`config.mk`:
```
export PLATFORM = sky130hd
export DESIGN_NAME = rf_write_arbiter
export DESIGN_NICKNAME = d
export VERILOG_FILES = /design/src/rtl/rf_pkg.sv /design/src/rtl/rr_arb2.sv /design/src/rtl/rf_write_arbiter.sv
export SDC_FILE = /design/constraint.sdc
export NUM_CORES = 1
export LEC_CHECK = 0
export CAP_MARGIN = 40
export CORE_ASPECT_RATIO = 0.7
export CORE_MARGIN = 3
export CORE_UTILIZATION = 35
export CTS_CLUSTER_SIZE = 8
export DETAILED_ROUTE_END_ITERATION = 10
export PLACE_DENSITY = 0.74
export SLEW_MARGIN = 25
export SYNTH_ARGS = -nofsm -noshare
export SYNTH_HDL_FRONTEND = slang
export SYNTH_SLANG_ARGS = --single-unit
export TNS_END_PERCENT = 100
```
`constraint.sdc`:
```
create_clock -name clk -period 1.5 [get_ports clk]
set_input_delay 0.225 -clock clk [delete_from_list [all_inputs] [get_ports clk]]
set_output_delay 0.225 -clock clk [all_outputs]
set_load 0.03 [all_outputs]
```
`src/rtl/rf_pkg.sv`:
```
// Shared widths, constants and state encoding for the register-file write arbiter.
package rf_pkg;
  localparam int DATA_W   = 8;
  localparam int SEL_W    = 3;
  localparam int NUM_REGS = 8;

  localparam logic [SEL_W-1:0] DSEL_NOP   = 3'b000;
  localparam logic [SEL_W-1:0] DSEL_FIRST = 3'b001;
  localparam logic [SEL_W-1:0] DSEL_LAST  = SEL_W'(NUM_REGS - 1);

  typedef enum logic {
    ST_IDLE  = 1'b0,
    ST_CLEAR = 1'b1
  } state_e;
endpackage

```
`src/rtl/rr_arb2.sv`:
```
// Two-way round-robin decision: a lone eligible requester always wins; on a tie
// the requester that was not granted last wins.
module rr_arb2 (
  input  logic       elig0,
  input  logic       elig1,
  input  logic       last1,
  output logic [1:0] win
);
  always_comb begin
    win    = 2'b00;
    win[0] = elig0 & (~elig1 | last1);
    win[1] = elig1 & (~elig0 | ~last1);
  end
endmodule

```
`src/rtl/rf_write_arbiter.sv`:
```
// Arbitrates two register-file write requesters and runs a 7-cycle clear of R1..R7.
module rf_write_arbiter
  import rf_pkg::*;
(
  input  logic              clk,
  input  logic              rst,
  input  logic              req0,
  input  logic [SEL_W-1:0]  wsel0,
  input  logic [DATA_W-1:0] wdata0,
  output logic              gnt0,
  input  logic              req1,
  input  logic [SEL_W-1:0]  wsel1,
  input  logic [DATA_W-1:0] wdata1,
  output logic              gnt1,
  input  logic              clr,
  output logic              busy,
  output logic [SEL_W-1:0]  dsel,
  output logic [DATA_W-1:0] rin
);
  state_e            state_q, state_d;
  logic              gnt0_q, gnt0_d;
  logic              gnt1_q, gnt1_d;
  logic              busy_q, busy_d;
  logic              last1_q, last1_d;
  logic [SEL_W-1:0]  dsel_q, dsel_d;
  logic [DATA_W-1:0] rin_q, rin_d;
  logic              elig0, elig1;
  logic [1:0]        win;

  // A requester still seeing its grant this cycle must not be granted twice.
  assign elig0 = req0 & ~gnt0_q;
  assign elig1 = req1 & ~gnt1_q;

  rr_arb2 u_rr (
    .elig0 (elig0),
    .elig1 (elig1),
    .last1 (last1_q),
    .win   (win)
  );

  always_comb begin
    state_d = state_q;
    gnt0_d  = 1'b0;
    gnt1_d  = 1'b0;
    busy_d  = 1'b0;
    last1_d = last1_q;
    dsel_d  = DSEL_NOP;
    rin_d   = rin_q;
    unique case (state_q)
      ST_IDLE: begin
        if (clr) begin
          state_d = ST_CLEAR;
          busy_d  = 1'b1;
          dsel_d  = DSEL_FIRST;
          rin_d   = '0;
        end else if (win[0]) begin
          gnt0_d  = 1'b1;
          last1_d = 1'b0;
          dsel_d  = wsel0;
          rin_d   = wdata0;
        end else if (win[1]) begin
          gnt1_d  = 1'b1;
          last1_d = 1'b1;
          dsel_d  = wsel1;
          rin_d   = wdata1;
        end
      end
      ST_CLEAR: begin
        // dsel_q doubles as the clear counter; clr is ignored here.
        if (dsel_q == DSEL_LAST) begin
          state_d = ST_IDLE;
        end else begin
          busy_d = 1'b1;
          dsel_d = dsel_q + 1'b1;
          rin_d  = '0;
        end
      end
      default: state_d = ST_IDLE;
    endcase
  end

  always_ff @(posedge clk or posedge rst) begin
    if (rst) begin
      state_q <= ST_IDLE;
      gnt0_q  <= 1'b0;
      gnt1_q  <= 1'b0;
      busy_q  <= 1'b0;
      last1_q <= 1'b1;
      dsel_q  <= DSEL_NOP;
      rin_q   <= '0;
    end else begin
      state_q <= state_d;
      gnt0_q  <= gnt0_d;
      gnt1_q  <= gnt1_d;
      busy_q  <= busy_d;
      last1_q <= last1_d;
      dsel_q  <= dsel_d;
      rin_q   <= rin_d;
    end
  end

  assign gnt0 = gnt0_q;
  assign gnt1 = gnt1_q;
  assign busy = busy_q;
  assign dsel = dsel_q;
  assign rin  = rin_q;
endmodule
```
==> summary.md <==
| Metric | Value |
|---|---|
| Vias in the first global route | 773 |
| CTS Sinks | 15 |
| Sequential cell area | roughly 380 um^2 |
| Crit path cell chain | ha_1 > ha_1 > and2_1 > a221o_1 |
| Slew HR | 0.793 |
| Layout cell share with drive strength beyond 1 | 0.181 |
| Synth warnings | 0 |
| Drt wl/cell | approximately 15 um |
| Worst-path clk slew | roughly 0.1 ns |
| Min cycle time layout | between 1 and 1.5 ns |
| WS Path Type | reg -> reg |
| RSZ-0062 raised after global routing | false |
| Max-cap check violation count | 0 |
| Worst Tran Pin Value | 0.312 ns |
| Register area share after synthesis | 0.465 |
| Most frequent cell on the critical path | ha_1 |
| Peak Freq | between 0.6 and 0.7 GHz |
| Die H | between 40 and 50 um |
| Initial antenna violation count | 0 |
| First-pass GRT wire length | 3810 um |
| Pwr Total | between 0.0015 and 0.002 W |
| First drt pass iteration count | 4 |
| Largest family of logic cells by synthesized area | compound AO/OA/AOI/OAI gates |
| CTS Buf Count | 3 |
| Hold Fails Final Rpt | 0 |
| Htree depth | 1 |
| HPWL Detailed | about 1800 um |
| Critical path fanouts, max | 2 |
| Hold Crit Class | in -> async |
| Compound-cell area share of the yosys netlist | 0.239 |
| Overflow after GRT | 0 |
| DRC | 0 |
| Area of the multi-input gates | 357 um^2 |
| Die ar. | 2940 um^2 |
| Post-synthesis xor/xnor area fraction | 0 |
| N_diodes | 0 |
| Die W | roughly 64 um |
| Syn avg cell area | 10.4 um^2 |
| Pwr dens | roughly 1300 nW/um^2 |
| Clock buffer depth | 2 |
| Syn_nets | 107 |
| Detailed Route WL | approximately 2300 um |
| Antenna viol nets, final | 0 |
| Drt via density | 5.28 |
| I/O pins | 41 |
| All-Layer GR Usage | 0.173 |
| Layout Area Growth over Synthesis | 61.7% |
| Final worst-path cycle share | 0.971 |
| Critical Path Max Stage Delay | roughly 0.42 ns |
| Cell variety after synth | 28 |
| Final worst clock skew | approximately 0.015 ns |
| PortBufs | 40 |
| Row cnt | 13 |
| Final worst slack | 0.0442 ns |
| Initial Utilization | 0.402 |
| Nets | 157 |
| Leak Pwr | 0.579 nW |
| Bufs and invs on worst path | 0 |
| Hold buffers post-CTS | 0 |
| Core area | 2020 um^2 |
| Largest net degree at the start of global routing | 16 |
| FF+latch count, synth | 15 |
| Synth Area in Simple Gates | 0.170 |
| Critical path capture point type | register |
| Filler instances | between 150 and 200 |
| Critical Path AT | approximately 1.6 ns |
| Clock Latency Late Sink | about 0.29 ns |
| Core Util, Final | 0.650 |
| Mux contribution to synthesized area | 0 |
| WP data required | about 1.7 ns |
| Routed vias | slightly above 800 |
| Worst path top cell family by delay | adder cells |
| Status | completed |
| # setup viols final | 0 |
| Post-synthesis adder-cell area fraction | 0.0309 |
| IR drop worst, VDD | between 700 and 800 uV |
| Syn Inst Count | 78 |
| Slowest CP cell | dfrtp_2 |
| CTS tree | done |
| Routability-driven placement congestion ratio | approximately 0.75 |
| Total negative slack | 0 ns |
| CP Launch Type | register |
| Dpl ws | -0.176 ns |
| Post-Syn Area | slightly above 800 um^2 |
| Root buf cell | clkbuf_4 |
| Max-slew violations | 0 |
| Iteration-0 DRC Markers | 13 |
worst register-to-register path: cells and delay by family (launching register included):
family | cells | cell delay, ns
DFF | 1 | 0.42
AOI/OAI and AO/OA | 1 | 0.28
and+or+nand+nor | 1 | 0.17
adders and majority gates | 2 | 0.46
placed cells by master (no fill, tap or decap), drive strengths merged, types with 2 or more instances in the layout:
cell and instances:
clkdlybuf4s50 26, dlygate4sd2 14, dfrtp 14, buf 12
inv 9, o211ai 8, nand4 8, o221ai 8
clkbuf 3, and2 3, a221o 2, nand3 2
ha 2, and3 2
cell type report:
type | count | area share
clock inverter | 1 | 0.00382
sequential | 15 | 0.289
multi-input combinational | 47 | 0.272
inverter | 9 | 0.0258
tap | 30 | 0.0286
timing repair buffer | 52 | 0.364
clock buffer | 3 | 0.0172
cells in the mapped netlist:
master    number  area, um^2
dfrtp_1       14         350
inv_1          9        33.8
nand4_1        8        50.1
o211ai_1       8        60.1
o221ai_1       8        70.1
clkbuf_1       3        11.3
a221o_1        2        20.0
and2_1         2        12.5
buf_2          2        10.0
buf_6          2        22.5
ha_1           2        25.0
nand3_1        2        10.0
a21o_2         1        8.76
a21oi_1        1        5.00
a31oi_1        1        6.26
and2_2         1        7.51
and2b_1        1        7.51
and3_1         1        6.26
and3_4         1        11.3
dfstp_2        1        26.3
nand2_1        1        3.75
nand3b_1       1        7.51
nor2_1         1        3.75
nor2b_1        1        6.26
o21a_1         1        7.51
o21ai_0        1        5.00
o41a_1         1        11.3
or3b_4         1        11.3
timing repair:
item / CTS / global route
buffers inserted: 1 / 0
gates resized for setup: 14 / 1
setup endpoints to repair: 22 / 2
hold endpoints to repair: 0 / 0
path summary, 6_finish.rpt:
kind                       startpoint  endpoint  slack [ns]  cells past startpoint
setup / recovery              dsel[0]   dsel[2]        0.04                      4
hold / removal                    rst    rin[0]        0.23                      3
setup reg to reg              dsel[0]   dsel[2]        0.04                      4
hold reg to reg               last1_q   last1_q        0.56                      1
max in group asynchronous         rst   last1_q        1.01                      3
min in group clk             wsel0[0]   dsel[0]        0.50                      3
power breakdown:
group	total [W]	switching, W	internal (W)
Clock	0.000231	0.000132	0.0000990
Sequential	0.000582	0.0000649	0.000517
Combinational	0.000853	0.000467	0.000386
Total	0.00167	0.000664	0.00100
cell families after synthesis:
group                      after synthesis
DFF                                     15
and+or+nand+nor                         21
adders and majority gates                2
AOI/OAI and AO/OA                       24
buffers and inverters                   16
per-layer routing:
metal,share of wire,vias up,GRT usage,routed length (um)
met5,0,-,0,0
met1,0.47,389,0.249,1090
met3,0.096,2,0.0561,223
met4,0.0069,0,0.0386,16
met2,0.43,40,0.251,994
li1,-,398,-,-
stage by stage:
step,hold WS [ns],std cells,instance area [um^2]
2_1_floorplan,0.126,78,813
3_5_place_dp,0.550,152,1290
4_1_cts,0.234,157,1310
5_1_grt,0.241,157,1310
3_3_place_gp,0.543,152,1290
6_report,0.229,157,1310
flip-flops by register name, indices dropped and copies added (netlist names):
register	count
last1_q	1
gnt0	1
dsel	3
busy	1
gnt1	1
rin	8
No activity file was read; power rests on OpenSTA's default activity.
